**config.mk**
```make
export PLATFORM = sky130hd
export DESIGN_NAME = exe_stage_mc
export DESIGN_NICKNAME = d
export VERILOG_FILES = /design/src/rtl/exe_stage_mc.sv
export SDC_FILE = /design/constraint.sdc
export NUM_CORES = 1
export LEC_CHECK = 0
export ABC_CLOCK_PERIOD_IN_PS = 5900
export BUFFER_PORTS_ARGS = -buffer_cell sky130_fd_sc_hd__buf_2
export CORE_MARGIN = 8
export CORE_UTILIZATION = 40
export CTS_BUF_LIST = sky130_fd_sc_hd__clkbuf_2
export DETAILED_ROUTE_END_ITERATION = 10
export PLACE_DENSITY_LB_ADDON = 0.12
export SYNTH_ARGS = -nofsm -noshare
export SYNTH_HDL_FRONTEND = slang
export SYNTH_SLANG_ARGS = --single-unit
```
**constraint.sdc**
```tcl
create_clock -name clk -period 5.9 [get_ports clk]
set_clock_uncertainty 0.2 [all_clocks]
set_input_delay 0.885 -clock clk [delete_from_list [all_inputs] [get_ports clk]]
set_output_delay 0.885 -clock clk [all_outputs]
set_load 0.02 [all_outputs]
```
**src/rtl/exe_stage_mc.sv**
```systemverilog
// exe_stage_mc: execute stage with forwarding muxes, a single-cycle ALU,
// an iterative shift-add multiplier and branch resolution. Results are
// registered, and a small IDLE/MUL/DONE controller sequences them.
module exe_stage_mc #(
  parameter int WIDTH  = 32,
  parameter int MUL_EN = 1
) (
  input  logic             clk,
  input  logic             rst,
  input  logic             in_valid,
  output logic             in_ready,
  input  logic             flush,
  input  logic [3:0]       EXE_CMD,
  input  logic [WIDTH-1:0] val1,
  input  logic [WIDTH-1:0] val2,
  input  logic [WIDTH-1:0] reg_2,
  input  logic [1:0]       sel_A,
  input  logic [1:0]       sel_B,
  input  logic [1:0]       sel_ST,
  input  logic [WIDTH-1:0] mem_fwd,
  input  logic [WIDTH-1:0] wb_fwd,
  input  logic [WIDTH-1:0] PC,
  input  logic [1:0]       Br_type,
  output logic             out_valid,
  output logic [WIDTH-1:0] ALU_result,
  output logic [WIDTH-1:0] st_data,
  output logic [WIDTH-1:0] Br_Addr,
  output logic             Br_taken,
  output logic             busy
);

  localparam int SW = (WIDTH > 1) ? $clog2(WIDTH) : 1;

  typedef enum logic [1:0] {
    ST_IDLE = 2'b00,
    ST_MUL  = 2'b01,
    ST_DONE = 2'b10
  } state_t;

  // Forward select: 01 MEM, 10 WB, 00 and 11 the decoded value.
  function automatic logic [WIDTH-1:0] fwd_mux(input logic [1:0] sel,
                                               input logic [WIDTH-1:0] dec,
                                               input logic [WIDTH-1:0] mem,
                                               input logic [WIDTH-1:0] wb);
    logic [WIDTH-1:0] r;
    case (sel)
      2'b01:   r = mem;
      2'b10:   r = wb;
      default: r = dec;
    endcase
    return r;
  endfunction

  // Single-cycle ALU; MUL is handled by the iterative unit, so it maps to 0 here.
  function automatic logic [WIDTH-1:0] alu(input logic [3:0] cmd,
                                           input logic [WIDTH-1:0] a,
                                           input logic [WIDTH-1:0] b);
    logic [WIDTH-1:0] r;
    logic [SW-1:0]    sh;
    sh = b[SW-1:0];
    case (cmd)
      4'b0000: r = a + b;
      4'b0010: r = a - b;
      4'b0100: r = a & b;
      4'b0101: r = a | b;
      4'b0110: r = ~(a | b);
      4'b0111: r = a ^ b;
      4'b1000: r = a << sh;
      4'b1001: r = $unsigned($signed(a) >>> sh);
      4'b1010: r = a >> sh;
      default: r = {WIDTH{1'b0}};
    endcase
    return r;
  endfunction

  state_t           state_r, state_nxt_s;
  logic [WIDTH-1:0] a_s, b_s, st_s, alu_s, acc_nxt_s;
  logic [3:0]       cmd_s;
  logic             is_mul_s, accept_s, br_s, mul_last_s;

  logic [WIDTH-1:0] mcand_r, mplier_r, acc_r;
  logic [SW-1:0]    cnt_r;
  logic             br_pend_r;
  logic             out_valid_r, br_taken_r;
  logic [WIDTH-1:0] alu_result_r, st_data_r, br_addr_r;

  assign out_valid  = out_valid_r;
  assign Br_taken   = br_taken_r;
  assign ALU_result = alu_result_r;
  assign st_data    = st_data_r;
  assign Br_Addr    = br_addr_r;

  // Operand selection, command remap, ALU, branch decision and multiplier step.
  always_comb begin
    a_s      = fwd_mux(sel_A, val1, mem_fwd, wb_fwd);
    b_s      = fwd_mux(sel_B, val2, mem_fwd, wb_fwd);
    st_s     = fwd_mux(sel_ST, reg_2, mem_fwd, wb_fwd);
    cmd_s    = EXE_CMD;
    is_mul_s = 1'b0;
    if (EXE_CMD == 4'b1100) begin
      if (MUL_EN != 0) begin
        is_mul_s = 1'b1;
      end else begin
        cmd_s = 4'b0000;
      end
    end else begin
      is_mul_s = 1'b0;
    end
    alu_s = alu(cmd_s, a_s, b_s);
    case (Br_type)
      2'b01:   br_s = (a_s == {WIDTH{1'b0}});
      2'b10:   br_s = (a_s != st_s);
      2'b11:   br_s = 1'b1;
      default: br_s = 1'b0;
    endcase
    acc_nxt_s  = acc_r + (mplier_r[0] ? mcand_r : {WIDTH{1'b0}});
    mul_last_s = (cnt_r == SW'(WIDTH - 1));
    accept_s   = in_valid & in_ready & ~flush;
  end

  // Controller state register.
  always_ff @(posedge clk) begin
    if (rst) begin
      state_r <= ST_IDLE;
    end else begin
      state_r <= state_nxt_s;
    end
  end

  // Controller next-state logic; flush wins over accept and over completion.
  always_comb begin
    state_nxt_s = state_r;
    case (state_r)
      ST_IDLE, ST_DONE: begin
        if (flush) begin
          state_nxt_s = ST_IDLE;
        end else if (in_valid) begin
          state_nxt_s = is_mul_s ? ST_MUL : ST_DONE;
        end else begin
          state_nxt_s = ST_IDLE;
        end
      end
      ST_MUL: begin
        if (flush) begin
          state_nxt_s = ST_IDLE;
        end else if (mul_last_s) begin
          state_nxt_s = ST_DONE;
        end else begin
          state_nxt_s = ST_MUL;
        end
      end
      default: state_nxt_s = ST_IDLE;
    endcase
  end

  // Controller outputs, decoded from state only.
  always_comb begin
    in_ready = 1'b1;
    busy     = 1'b0;
    case (state_r)
      ST_MUL: begin
        in_ready = 1'b0;
        busy     = 1'b1;
      end
      default: begin
        in_ready = 1'b1;
        busy     = 1'b0;
      end
    endcase
  end

  // Datapath registers: capture on accept, iterate the multiply, present results.
  always_ff @(posedge clk) begin
    if (rst) begin
      out_valid_r  <= 1'b0;
      br_taken_r   <= 1'b0;
      br_pend_r    <= 1'b0;
      alu_result_r <= {WIDTH{1'b0}};
      st_data_r    <= {WIDTH{1'b0}};
      br_addr_r    <= {WIDTH{1'b0}};
      mcand_r      <= {WIDTH{1'b0}};
      mplier_r     <= {WIDTH{1'b0}};
      acc_r        <= {WIDTH{1'b0}};
      cnt_r        <= {SW{1'b0}};
    end else if (flush) begin
      out_valid_r <= 1'b0;
      br_taken_r  <= 1'b0;
    end else if (accept_s) begin
      st_data_r <= st_s;
      br_addr_r <= PC + {b_s[WIDTH-3:0], 2'b00};
      if (is_mul_s) begin
        mcand_r     <= a_s;
        mplier_r    <= b_s;
        acc_r       <= {WIDTH{1'b0}};
        cnt_r       <= {SW{1'b0}};
        br_pend_r   <= br_s;
        out_valid_r <= 1'b0;
        br_taken_r  <= 1'b0;
      end else begin
        alu_result_r <= alu_s;
        out_valid_r  <= 1'b1;
        br_taken_r   <= br_s;
      end
    end else if (state_r == ST_MUL) begin
      acc_r    <= acc_nxt_s;
      mcand_r  <= {mcand_r[WIDTH-2:0], 1'b0};
      mplier_r <= {1'b0, mplier_r[WIDTH-1:1]};
      cnt_r    <= cnt_r + SW'(1);
      if (mul_last_s) begin
        alu_result_r <= acc_nxt_s;
        out_valid_r  <= 1'b1;
        br_taken_r   <= br_pend_r;
      end else begin
        out_valid_r <= 1'b0;
        br_taken_r  <= 1'b0;
      end
    end else begin
      out_valid_r <= 1'b0;
      br_taken_r  <= 1'b0;
    end
  end

endmodule

```
Word-level counts from Yosys, hierarchy flattened
Index checks and enable logic that the tools add are counted.
{ "word_totals": {"output_inout_bits": 100, "inputBits": 208, "wordCells": 100, "regBits": 202} }
{ "op_classes": {"n_addsub": 5, "n_shift": 3, "eq_ne": 24, "n_bitwise": 7, "mux": 39, "reduce_logical": 11} }
{ "op_table": {"columns": ["op", "count"], "rows": [
  ["$mux 32", 14],
  ["$pmux 32 s9", 1],
  ["$pmux 32 s2", 3],
  ["$add 32x32->32", 3],
  ["$and 32x32->32", 1],
  ["$logic_not 32->1", 1],
  ["$ne 32x32->1", 1],
  ["$not 32->32", 1],
  ["$or 32x32->32", 1],
  ["$shl 32x5->32", 1],
  ["$shr 32x5->32", 1],
  ["$sshr 32x5->32", 1],
  ["$sub 32x32->32", 1],
  ["$xor 32x32->32", 1],
  ["$eq 4x3->1 const B", 4],
  ["$eq 4x4->1 const B", 4],
  ["$mux 5", 3],
  ["$eq 2x2->1 const B", 6],
  ["$mux 1", 11],
  ["$eq 2x1->1 const B", 5],
  ["$mux 2", 5],
  ["$reduce_and 3->1", 2],
  ["$add 5x1->5 const B", 1],
  ["$eq 5x5->1 const B", 1],
  ["other kinds (12)", 16]
]} }

Depth between registers and ports, before layout
{ "depth": {"word_depth": 7, "mapped_depth": 26} }

Least setup slack after synthesis
Ideal clock, no wire load.
{ "synth_timing": {"path_type": "input-to-reg", "startpoint": "input port sel_B[0]", "endpoint": "register alu_result_r[30], in the netlist ALU_result[30]", "cell_stages": 26, "n_path_buf": 4, "arrival_ps": 5646, "required_time_ps": 5621, "setup_slack_ps": -25, "cell_sequence": "inv_1 > ha_1 > a221oi_1 > or2_1 > buf_2 > buf_2 > buf_2 > buf_2 > ha_1 > and3_1 > nand4_1 > nor2_1 > and2_1 > nand3_1 > nand2_1 > xnor2_1 > ha_1 > and2_1 > a221o_1 > a21oi_1 > o2111ai_1 > a31oi_1 > nor4_1 > or3_1 > and3b_1 > o211ai_1"} }
{ "synth_between": {"elab_chain_cells": 7, "word_cells_on_any_way": 15, "cone_classes": "2 x add/sub; 2 x eq/ne; 3 x shift; 4 x mux; 4 x bitwise"} }
{ "synth_rtl": {"columns": ["item", "line", "source"], "rows": [
  ["from (decl)", "18", "input logic [1:0] sel_B,"],
  ["$eq 2x2->1 or $eq 2x1->1 (tied branches)", "46", "case (sel)"],
  ["$pmux 32 s2 *", "46", null],
  ["parallel branches: the longest is 2 deep, another holds $sub 32x32->32", null, null],
  ["$pmux 32 s9 *", "61", "case (cmd)"],
  ["$mux 32 *", "191", "if (is_mul_s) begin"],
  ["$mux 32 *", "188", "end else if (accept_s) begin"],
  ["to (signal assigned)", "178", "alu_result_r <= {WIDTH{1'b0}};"],
  ["to (signal assigned)", "200", "alu_result_r <= alu_s;"],
  ["to (signal assigned)", "210", "alu_result_r <= acc_nxt_s;"],
  ["to (decl)", "85", "logic [WIDTH-1:0] alu_result_r, st_data_r, br_addr_r;"]
]} }
Mark *: on every way between the ends. The select of a mux whose other input is x is not followed.
A chain may end at the register's enable or synchronous reset.

Worst setup path after layout
Same ends and word-level chain as after synthesis.

==> results.cfg <==
[run_status]
outcome = finished with violations
violations = max-capacitance violations, max-slew violations

[clocking]
cts_setup_buffers = 0
root_buffer = clkbuf_2
cts.path.max_buffers = 3
cts_sinks = 202
cts_resized = 0
hold_buffers = 6
clock_latency_ns = 1.08
clk_pin_slew_ns = 0.09
cts_tree = yes
cts_max_level = 2
cts_buffers = 58

[floorplanning]
die_y_um = 251
die_w_um = 251
core_mm2 = 0.0549
io_pins = 308
std_cell_rows = 86
die_area_mm2 = 0.0631
start_util_pct = 40.3

[min_path]
hold_path.class = in2reg
hold_path_depth = 4

[cells_and_area]
syn_to_final_growth_pct = 16.0
multi_input_area_mm2 = 0.0167
layout.nets = 3772
final_cell_mix = nor2_1, nand2_1, buf_2
final_common_cell = nor2_1
n_fill_cell = 5718
register_area_mm2 = 0.00404
final_layout_size_suffix_gt1_share_pct = 20.2

[sta]
slew_violations = 5
setup_viol_count_final = 0
relSlewSlack_pct = -10.2
hold-worst-slack_ns = 0.0699
fmax_mhz = 197
tightest_slew_ns = 1.65
min_period_ns = 5.07
timing.final.crit_share_pct = 85.9
hold_viol = 0
rsz0062_at_grt = no

[pwr]
finalPower_uw = 6070
p_leak_uw = 0.0112
irDropWorstVdd_uv = 121
pwr_density_cell_mw_per_mm2 = 236

[synthesis]
syn-num-nets = 3443
synth_seq_cells = 202
netlist_area_mm2 = 0.0221
yosys_most_used_dff = dfxtp_1
yosys_warnings = 0
synth_cell_type_count = 97
synth-edff-count = 0
synth_area_leader_cell = dfxtp_1
syn-mean-instance-area_um2 = 7.23
syn_inst = 3061
synthTopCellsByArea = dfxtp_1, ha_1, a21oi_1
yosysSeqAreaShare_pct = 18.3
async_reset_ff_share_pct = 0
yosys.area.top_type_share_pct = 18.3

[route]
dr_total_vias = 26700
finalWirelength_um = 126000
first_pass_iters = 6
antenna_left = 0
wire_per_inst_um = 30.4
first_iter_violations = 3125
via_per_inst = 6.43
drc = 0

[setup_path]
critPathCaptureType = flip-flop
cp.arrival_ns = 5.80
slowest_delay_ns = 0.43
worstSetupStartpointType = primary input
slowest_stage = ha_2
cp.required_ns = 6.63
setup.worst_path.class = in2reg
crit_chain = buf_2 > inv_1 > ha_2 > buf_4 > inv_1 > o21ai_1 > nand4_1 > nor2_1 > buf_4 > and2_1 > nand3_1 > nand2_1 > xnor2_1 > ha_1 > and2_1 > a221o_1 > a21oi_1 > o2111ai_1 > a31oi_1 > nor4_1 > or3_1 > and3b_1 > o211ai_1
path_max_fanout = 36
reg2reg_depth = 12

[place]
gp_congestion = 1.06
io_buffers = 307
post-dp-hpwl_um = 100000

[global_routing]
gr-total-overflow = 0
grt_max_degree = 106
grt_pass1_vias = 25500
antenna_found_initial = 9
grt_usage_pct = 37.9
grt_pass1_wl_um = 178000

[run]
maxCapViolCount = 1
-- cells by family after synthesis --
kind of cell	count (synthesis)	synth area share, %
multiplexers	147	7.23
AO/OA/AOI/OAI	1013	31.0
AND/OR/NAND/NOR	1056	21.8
adder cells (fa/ha/maj)	174	9.94
flip-flops	202	18.3
buffers and inverters	339	6.57
XOR/XNOR	130	5.14
-- layer usage --
metal | GRT usage, % | share of wire, %
met3 | 10.3 | 11
met2 | 57.3 | 42
met5 | 0 | 0.063
met1 | 47.4 | 40
met4 | 24.1 | 7.5
-- final cells by class --
cell class / count / share of cell area, %
Clock buffer: 79 / 1.54
Tap cell: 704 / 3.43
Inverter: 105 / 1.54
Sequential cell: 202 / 15.7
Clock inverter: 26 / 0.570
Timing Repair Buffer: 503 / 12.1
Antenna cell: 4 / 0.0390
Multi-Input combinational cell: 2520 / 65.0
-- worst max-delay path: cells and delay by family --
family,cells,cell delay [ns]
AO/OA/AOI/OAI,6,1.68
AND/OR/NAND/NOR,9,1.58
buffers and inverters,5,0.82
adder cells (fa/ha/maj),2,0.69
XOR/XNOR,1,0.12
-- where the power goes --
part	leakage [uW]	internal (uW)	switching (uW)
clock	0.000406	422	713
sequential	0.00164	1420	34.4
combinational	0.00920	1190	2290
total	0.0112	3030	3040
-- worst paths after layout --
kind | from | end | slack (ns)
min reg2reg | mcand_r[1] | mcand_r[2] | 0.24
max reg2reg | mplier_r[0] | ALU_result[28] | 1.69
max | sel_B[0] | ALU_result[30] | 0.83
min | in_valid | state_r[1] | 0.07
-- synth_stat cells, types with 19 or more instances --
library cell and n:
mux2_2 31, nand3_1 45, nor4_1 22, nor2b_1 39, xor2_1 32, nor2_1 359
a21o_1 43, a22oi_1 63, nand4_1 24, nand2b_1 19, a21oi_1 281, a221oi_1 37
dfxtp_1 202, clkbuf_1 147, or3_1 24, inv_1 102, nor3_1 80, and2_1 49
a31oi_1 34, mux2i_1 108, o21ai_0 119, o211ai_1 23, buf_2 44, nand2_1 324
a211oi_1 150, o22ai_1 25, buf_1 20, o21a_1 31, ha_1 171, a311oi_1 24
xnor2_1 98
-- per-stage QoR --
stage	setup TNS (ns)	util, %	worst slack (ns)	cells	cell area [um^2]
5_1_grt	0	46.8	0.601	4141	25700
3_5_place_dp	-0.212	45.7	-0.0603	4028	25100
3_3_place_gp	0	45.7	0.0299	4028	25100
2_1_floorplan	0	-	0.0335	3061	22100
6_report	0	46.8	0.830	4143	25700
4_1_cts	0	46.8	1.03	4139	25700
-- sequential cells by signal (all words and copies together) (netlist names) --
register	count
ALU_result	32
st_data	32
Br_taken	1
state_r	2
mcand_r	32
out_valid	1
acc_r	32
br_pend_r	1
Br_Addr	32
cnt_r	5
mplier_r	32
Note: power is estimated with default switching activity, not from simulation.
